**src/rtl/uart_pkg.sv**
```systemverilog
// Shared definitions for the UART transmit-side arbiter: FSM encoding, byte width, tag base.
package uart_pkg;
  localparam int              UART_BYTE_W   = 8;
  localparam logic [7:0]      UART_TAG_BASE = 8'hA0;

  typedef enum logic [2:0] {
    ST_IDLE,
    ST_TAG,
    ST_TAGREL,
    ST_SEND,
    ST_TXREL,
    ST_SRCACK
  } arb_state_e;
endpackage

```
**src/rtl/uart_rr_pick.sv**
```systemverilog
// Combinational round-robin picker: first set req bit at or after ptr, wrapping at NREQ-1.
module uart_rr_pick #(
  parameter int NREQ = 4,
  parameter int IDW  = 2
) (
  input  logic [NREQ-1:0] req,
  input  logic [IDW-1:0]  ptr,
  output logic            any,
  output logic [IDW-1:0]  idx
);
  logic [IDW:0] j;

  // Scan offsets high to low so the smallest offset from ptr is the last to win.
  always_comb begin
    any = 1'b0;
    idx = '0;
    j   = '0;
    for (int i = NREQ - 1; i >= 0; i--) begin
      j = {1'b0, ptr} + (IDW+1)'(i);
      if (j >= (IDW+1)'(NREQ)) j = j - (IDW+1)'(NREQ);
      if (req[j[IDW-1:0]]) begin
        any = 1'b1;
        idx = j[IDW-1:0];
      end
    end
  end
endmodule

```
**src/rtl/uart_tx_arbiter.sv**
```systemverilog
// Round-robin arbiter sharing one UART transmitter among NREQ 4-phase byte sources.
// Optional UART_ARB_TAG_EN: prefix each byte with a TAG_BASE|grant_id tag byte.
module uart_tx_arbiter
  import uart_pkg::*;
#(
  parameter int NREQ = 4,
  parameter int IDW  = 2
`ifdef UART_ARB_TAG_EN
  , parameter logic [UART_BYTE_W-1:0] TAG_BASE = UART_TAG_BASE
`endif
) (
  input  logic                        clk,
  input  logic                        clr,
  input  logic [NREQ-1:0]             req,
  input  logic [UART_BYTE_W*NREQ-1:0] data,
  output logic [NREQ-1:0]             ack,
  output logic                        tx_req,
  output logic [UART_BYTE_W-1:0]      tx_data,
  input  logic                        tx_ack,
  output logic                        busy,
  output logic [IDW-1:0]              grant_id
);
  arb_state_e             state_q, state_d;
  logic [NREQ-1:0]        ack_q, ack_d;
  logic                   tx_req_q, tx_req_d;
  logic [UART_BYTE_W-1:0] tx_data_q, tx_data_d;
  logic                   busy_q, busy_d;
  logic [IDW-1:0]         gid_q, gid_d;
  logic [IDW-1:0]         ptr_q, ptr_d;
`ifdef UART_ARB_TAG_EN
  logic [UART_BYTE_W-1:0] hold_q, hold_d;
`endif

  logic                   pick_any;
  logic [IDW-1:0]         pick_idx;
  logic [UART_BYTE_W-1:0] src_byte [NREQ];

  for (genvar i = 0; i < NREQ; i++) begin : g_src
    assign src_byte[i] = data[UART_BYTE_W*i +: UART_BYTE_W];
  end

  uart_rr_pick #(.NREQ(NREQ), .IDW(IDW)) u_pick (
    .req (req),
    .ptr (ptr_q),
    .any (pick_any),
    .idx (pick_idx)
  );

  always_comb begin
    state_d   = state_q;
    ack_d     = ack_q;
    tx_req_d  = tx_req_q;
    tx_data_d = tx_data_q;
    gid_d     = gid_q;
    ptr_d     = ptr_q;
`ifdef UART_ARB_TAG_EN
    hold_d    = hold_q;
`endif
    case (state_q)
      // A lingering tx_ack from the transmitter blocks a new grant.
      ST_IDLE: if (!tx_ack && pick_any) begin
        gid_d    = pick_idx;
        tx_req_d = 1'b1;
`ifdef UART_ARB_TAG_EN
        hold_d    = src_byte[pick_idx];
        tx_data_d = TAG_BASE | UART_BYTE_W'(pick_idx);
        state_d   = ST_TAG;
`else
        tx_data_d = src_byte[pick_idx];
        state_d   = ST_SEND;
`endif
      end
`ifdef UART_ARB_TAG_EN
      ST_TAG: if (tx_ack) begin
        tx_req_d = 1'b0;
        state_d  = ST_TAGREL;
      end
      ST_TAGREL: if (!tx_ack) begin
        tx_req_d  = 1'b1;
        tx_data_d = hold_q;
        state_d   = ST_SEND;
      end
`endif
      ST_SEND: if (tx_ack) begin
        tx_req_d = 1'b0;
        state_d  = ST_TXREL;
      end
      ST_TXREL: if (!tx_ack) begin
        ack_d[gid_q] = 1'b1;
        state_d      = ST_SRCACK;
      end
      ST_SRCACK: if (!req[gid_q]) begin
        ack_d   = '0;
        ptr_d   = (gid_q == IDW'(NREQ - 1)) ? '0 : gid_q + IDW'(1);
        state_d = ST_IDLE;
      end
      default: state_d = ST_IDLE;
    endcase
    busy_d = (state_d != ST_IDLE);
  end

  always_ff @(posedge clk) begin
    if (!clr) begin
      state_q   <= ST_IDLE;
      ack_q     <= '0;
      tx_req_q  <= 1'b0;
      tx_data_q <= '0;
      busy_q    <= 1'b0;
      gid_q     <= '0;
      ptr_q     <= '0;
`ifdef UART_ARB_TAG_EN
      hold_q    <= '0;
`endif
    end else begin
      state_q   <= state_d;
      ack_q     <= ack_d;
      tx_req_q  <= tx_req_d;
      tx_data_q <= tx_data_d;
      busy_q    <= busy_d;
      gid_q     <= gid_d;
      ptr_q     <= ptr_d;
`ifdef UART_ARB_TAG_EN
      hold_q    <= hold_d;
`endif
    end
  end

  assign ack      = ack_q;
  assign tx_req   = tx_req_q;
  assign tx_data  = tx_data_q;
  assign busy     = busy_q;
  assign grant_id = gid_q;
endmodule

```
**config.mk**
```make
export PLATFORM = sky130hd
export DESIGN_NAME = uart_tx_arbiter
export DESIGN_NICKNAME = d
export VERILOG_FILES = /design/src/rtl/uart_pkg.sv /design/src/rtl/uart_rr_pick.sv /design/src/rtl/uart_tx_arbiter.sv
export SDC_FILE = /design/constraint.sdc
export NUM_CORES = 1
export LEC_CHECK = 0
export ABC_AREA = 1
export BUFFER_PORTS_ARGS = -buffer_cell sky130_fd_sc_hd__buf_4
export CAP_MARGIN = 5
export CORE_MARGIN = 4
export CORE_UTILIZATION = 30
export CTS_BUF_LIST = sky130_fd_sc_hd__clkbuf_4
export DETAILED_ROUTE_END_ITERATION = 8
export GPL_ROUTABILITY_DRIVEN = 1
export PLACE_DENSITY = 0.56
export SYNTH_ARGS = -nofsm -noshare
export SYNTH_HDL_FRONTEND = slang
export SYNTH_SLANG_ARGS = --single-unit
```
**constraint.sdc**
```tcl
create_clock -name clk -period 1.9 [get_ports clk]
set_input_delay 0.38 -clock clk [delete_from_list [all_inputs] [get_ports clk]]
set_output_delay 0.38 -clock clk [all_outputs]
set_load 0.05 [all_outputs]
```
==> flow_summary.ini, run 1 <==
[route]
drt_iter0_drc = 44
drcViolationCount = 0
routedWlPerCell_um = 10.8
drt_pass1_iterations = 4
drt_wl_total_mm = 4.09
final_antenna_net_count = 0
vias = 1667
vias_per_cell = 4.40

[grt]
grt_pass1_vias = 1589
overflow = 0
grt_max_degree = 19
antenna_found_initial = 0
grtUsageTotal_pct = 12.8
grt_pass1_wl_mm = 6.84

[pwr]
leakagePower_nw = 1.18
powerDensity_nw_per_um2 = 541
peakVddDrop_v = 0.000351

[cts]
path_clk_slew_ns = 0.11
cts.sinks = 21
cts_root_buffer = clkbuf_4
numCtsBuffers = 3
clk_latency_ns = 0.29
cts_max_level = 1
cts_tree = done
cts_buffer_depth = 2

[logic_synthesis]
ys_seq_elements = 21
yosysSeqAreaShare_pct = 25.1
syn-num-nets = 297
yosysWarnings = 0
synth_top_area_cell = dfxtp_1
syn_avg_cell_area_um2 = 6.59
ys_types = 26
netlist.area_leader.share_pct = 25.1
syn_inst = 254
synthTopCellsByArea = dfxtp_1, nand3_1, inv_1, nand2_1, nand2_2
syn_area_um2 = 1670

[worst_hold_path]
hold_class = in -> reg

[finish]
final_cell_mix = inv_1, buf_4, nand3_1, nand2_1, dfxtp_1
final_common_cell = inv_1
multi_input_area_um2 = 937
fill_cells = 595
final-seq-area_um2 = 425
final_area_um2 = 2170
fin_cells = 379
drive_gt1_share_pct = 31.7
finalNetCount = 353
area_delta_synth_final_pct = 29.7
num_antenna_cells = 0

[floorplan]
io_pins = 55
row_count = 26
die-height_um = 82.7
die_area_um2 = 6840
fp.dieW_um = 82.7
coreArea_um2 = 5270
initial_core_util_pct = 31.8

[place]
place_hpwl_mm = 3.39
placed_cells = 375
gp_congestion = 0.871
place_area_um2 = 2140
dp_slack_ns = 0.0341
port_buffers = 54

[worst_setup_path]
critPathLaunchType = register
critPathKind = reg -> reg
critPathCapture = tx_data[4]
crit_start = ptr_q[0]
rr_worst_depth = 14
r2r-start = ptr_q[0]
worstPathRequired_ns = 2.11
arrival_ns = 1.92
worstSetupEndpointType = register
cp_max_fo = 17
reg2reg_to = tx_data[4]
r2r_setup_slack_ns = 0.19

[outcome]
outcome = completed

[sta]
report.final.slew_viol_count = 0
worst_slack_ns = 0.189
rsz0062_at_grt = no
post-route-period-util_pct = 90.0
fin_tns_setup_ns = 0
period_needed_ns = 1.71
max_freq_mhz = 585
hold_violations = 0
finalSetupViolations = 0
worst-slew-pin-transition_ns = 0.293
fin_hold_ws_ns = 0.257
finClkSkew_ns = 0.00306
max-slew-margin-rel_pct = 80.4

[flow_run]
max_cap_violations = 0
==> Yosys cell counts, drive strengths merged <==
master	instances
a21oi	16
clkbuf	1
inv	65
nor3	3
o21a	8
buf	5
dfxtp	21
o21ai	6
nor2	6
ha	4
nand3	51
o2111ai	1
nand2	67
==> worst max-delay path, cell delays in order (launching register included) <==
cell	delay [ns]
dfxtp_4	0.40
inv_6	0.10
nand2_1	0.06
nand2_1	0.10
nand2_2	0.07
nand2_4	0.09
nor2_4	0.05
nor2_4	0.13
nand2_8	0.12
nand2_8	0.15
nand2_1	0.07
nand3_1	0.07
nand3_1	0.10
nand2_1	0.08
inv_1	0.03
==> sequential cells by signal, indices dropped and copies added, names as in the netlist <==
| register | flops |
|---|---|
| ptr_q | 2 |
| grant_id | 2 |
| tx_data | 8 |
| busy | 1 |
| state_q | 3 |
| ack | 4 |
| tx_req | 1 |
==> through the flow <==
step           total power [W]  util (%)
4_1_cts                0.00120      41.1
2_1_floorplan         0.000826         -
3_5_place_dp          0.000970      40.6
6_report               0.00117      41.2
5_1_grt                0.00126      41.2
3_3_place_gp          0.000969      40.6
==> layer usage <==
metal / track usage [%] / part of all wire (%) / vias up
met5: 0 / 0 / -
met4: 2.29 / 0.83 / 0
li1: - / - / 897
met2: 21.3 / 47 / 54
met1: 16.2 / 45 / 712
met3: 4.01 / 7.5 / 4
==> worst min path at each step <==
stage | slack (ns) | from | to | cells after the start
after detailed placement | 0.44 | ack[0] | ack[0] | 2
after global routing | 0.23 | tx_ack | state_q[1] | 2
after CTS | 0.24 | tx_ack | state_q[1] | 2
after global placement | 0.44 | ack[3] | ack[3] | 2
after floorplan | 0.46 | tx_ack | state_q[1] | 1
final | 0.26 | tx_ack | state_q[1] | 2
==> report_power, final <==
| group | switching [W] | total [W] | internal, W |
|---|---|---|---|
| Combinational | 0.000280 | 0.000458 | 0.000178 |
| Sequential | 0.0000249 | 0.000495 | 0.000470 |
| Clock | 0.000126 | 0.000222 | 0.0000959 |
| Total | 0.000431 | 0.00117 | 0.000744 |
==> what timing repair did <==
action	4_1_cts	5_1_grt
setup buffers	0	0
endpoints found under the setup margin	0	12
hold buffers	0	0
resized for setup	0	3
==> layout make-up <==
class	instances	share of cell area [%]
inverters	65	11.6
multi-input cells	162	43.1
well taps	70	4.03
clock buffers	4	1.38
repair buffers	57	20.3
flip-flops and latches	21	19.6
==> cells by family after synthesis <==
group | count (synthesis) | share of synthesized area [%]
and+or+nand+nor | 127 | 41.6
AOI/OAI and AO/OA | 31 | 11.4
adders and majority gates | 4 | 2.99
buffers and inverters | 71 | 18.9
DFF | 21 | 25.1
No activity file was read; power rests on OpenSTA's default activity.
==> inputs of run 2 (changes only) <==
BUFFER_PORTS_ARGS = not set   (was -buffer_cell sky130_fd_sc_hd__buf_4)
DONT_BUFFER_PORTS = 1   (was not set)
PLACE_DENSITY = 0.48   (was 0.56)
REMOVE_ABC_BUFFERS = 1   (was not set)
==> run 2 against run 1 <==
Net effect:
- fmax increased by 0.42%
- cell area is 18% lower
- sequential power is 17% higher
- global-route usage down 0.77 points
- non-clock buffer count shrank 52
- combinational power shrank 41%
- core utilization shrank 7.4 points
- clock skew increased by 0.0044 ns
- critical path depth is 3 lower
- first-iteration DRC count grew 43%
- wire length fell by 8.7%
- final cell count decreased by 14%
- critical endpoint is now busy
- largest power group unchanged
==> flow_summary.ini, run 2 (same netlist as run 1, synthesis figures left out) <==
[route]
drcViolationCount = 0
routedWlPerCell_um = 11.4
final_antenna_net_count = 0
drt_pass1_iterations = 4
vias = 1463
vias_per_cell = 4.47
drt_iter0_drc = 63
drt_wl_total_mm = 3.73

[finish]
final_common_cell = inv_1
finalNetCount = 301
drive_gt1_share_pct = 17.5
num_antenna_cells = 0
largest_reg_flops = 8
fin_cells = 327
fin_util_pct = 33.8
final_cell_mix = inv_1, nand3_1, nand2_1, dfxtp_1, nand2_2
fill_cells = 608
area_delta_synth_final_pct = 6.35

[grt]
grt_max_degree = 19
grt_pass1_vias = 1462
grt_pass1_wl_mm = 6.44
grtUsageTotal_pct = 12.0
antenna_found_initial = 0
overflow = 0

[sta]
period_needed_ns = 1.70
worst_slack_ns = 0.196
report.final.slew_viol_count = 0
max-slew-margin-rel_pct = 62.7
fin_tns_setup_ns = 0
finClkSkew_ns = 0.00746
rsz0062_at_grt = no
post-route-period-util_pct = 89.7
hold_violations = 0
finalSetupViolations = 0
max_freq_mhz = 587
worst-slew-pin-transition_ns = 0.559

[cts]
cts.sinks = 21
cts_max_level = 1
cts_buffer_depth = 2
path_clk_slew_ns = 0.13
cts_root_buffer = clkbuf_4
clk_latency_ns = 0.31
numCtsBuffers = 3
cts_tree = done
hold_buffers = 0

[place]
place_hpwl_mm = 3.05
placed_cells = 323
gp_congestion = 0.830
dp_slack_ns = 0.0508
port_buffers = 0

[pwr]
p_clk_share_pct = 21.1
peakVddDrop_v = 0.000464
power_frac_seq_pct = 53.7
p_sw_w = 0.000428
power.internal_w = 0.000652
power.share.switching_pct = 39.6
powerDensity_nw_per_um2 = 606
pwr-share-comb_pct = 25.2
leakagePower_nw = 0.922

[outcome]
outcome = completed

[worst_setup_path]
critPathLaunchType = register
critPathKind = reg -> reg
worstSetupEndpointType = register
r2r_setup_slack_ns = 0.20
cp_max_fo = 5
arrival_ns = 1.91
worstPathRequired_ns = 2.11

[worst_hold_path]
hold_class = in -> reg

[floorplan]
row_count = 26
die_area_um2 = 6840
die-height_um = 82.7
coreArea_um2 = 5270
initial_core_util_pct = 31.8
fp.dieW_um = 82.7
io_pins = 55

[flow_run]
max_cap_violations = 0
run 2: cell types whose count changed in the layout (fill, tap and decap cells not counted):
cell        change
dfxtp_2         -1
dfxtp_1         +1
clkinvlp_4      +1
clkbuf_4        -1
buf_4          -52
run 2: critical path, cell delays in order, from the launching register on:
cell and delay (ns):
dfxtp_1 0.43, inv_2 0.10, nand2_2 0.07, nand2_2 0.07
nand2_1 0.06, nand2_1 0.10, nor2_4 0.13, nand2_1 0.09
a21oi_1 0.21, nand2_1 0.07, a21oi_1 0.19, a21oi_1 0.09
run 2: per-layer routing:
metal | GRT usage [%] | wire length [um]
met4 | 0.980 | 13
met3 | 4.77 | 300
met1 | 14.8 | 1680
met5 | 0 | 0
met2 | 20.4 | 1730
run 2: what timing repair did:
item | 4_1_cts | 5_1_grt
gates resized for setup | 0 | 2
buffers inserted | 0 | 0
setup endpoints to repair | 0 | 10
run 2: final cells by class:
class,count,area [um^2],share of cell area [%]
Timing Repair Buffer,5,50.0,2.81
Sequential cell,21,424,23.8
Clock buffer,3,22.5,1.26
Multi-Input combinational cell,162,937,52.6
Tap cell,70,87.6,4.92
Clock inverter,1,7.51,0.422
Inverter,65,251,14.1
run 2: power groups by stage:
stage / Clock, W / Sequential (W) / Combinational, W
finish: 0.000227 / 0.000580 / 0.000272
global route: 0.000266 / 0.000586 / 0.000315
CTS: 0.000242 / 0.000583 / 0.000278
detailed placement: 0 / 0.000593 / 0.000277
global placement: 0 / 0.000594 / 0.000276
floorplan: 0 / 0.000596 / 0.000209
run 2: path summary, 6_finish.rpt:
check / start / endpoint / depth (start not counted)
setup reg to reg: ptr_q[1] / busy / 11
setup / recovery: ptr_q[1] / busy / 11
hold reg to reg: ptr_q[0] / ptr_q[0] / 2
hold / removal: tx_ack / state_q[1] / 1
run 2: metrics by stage:
step	cell area (um^2)	power, W	hold WS (ns)
finish	1780	0.00108	0.138
global route	1780	0.00117	0.104
CTS	1780	0.00110	0.124
detailed placement	1750	0.000870	0.465
global placement	1750	0.000870	0.464
floorplan	1610	0.000805	0.459
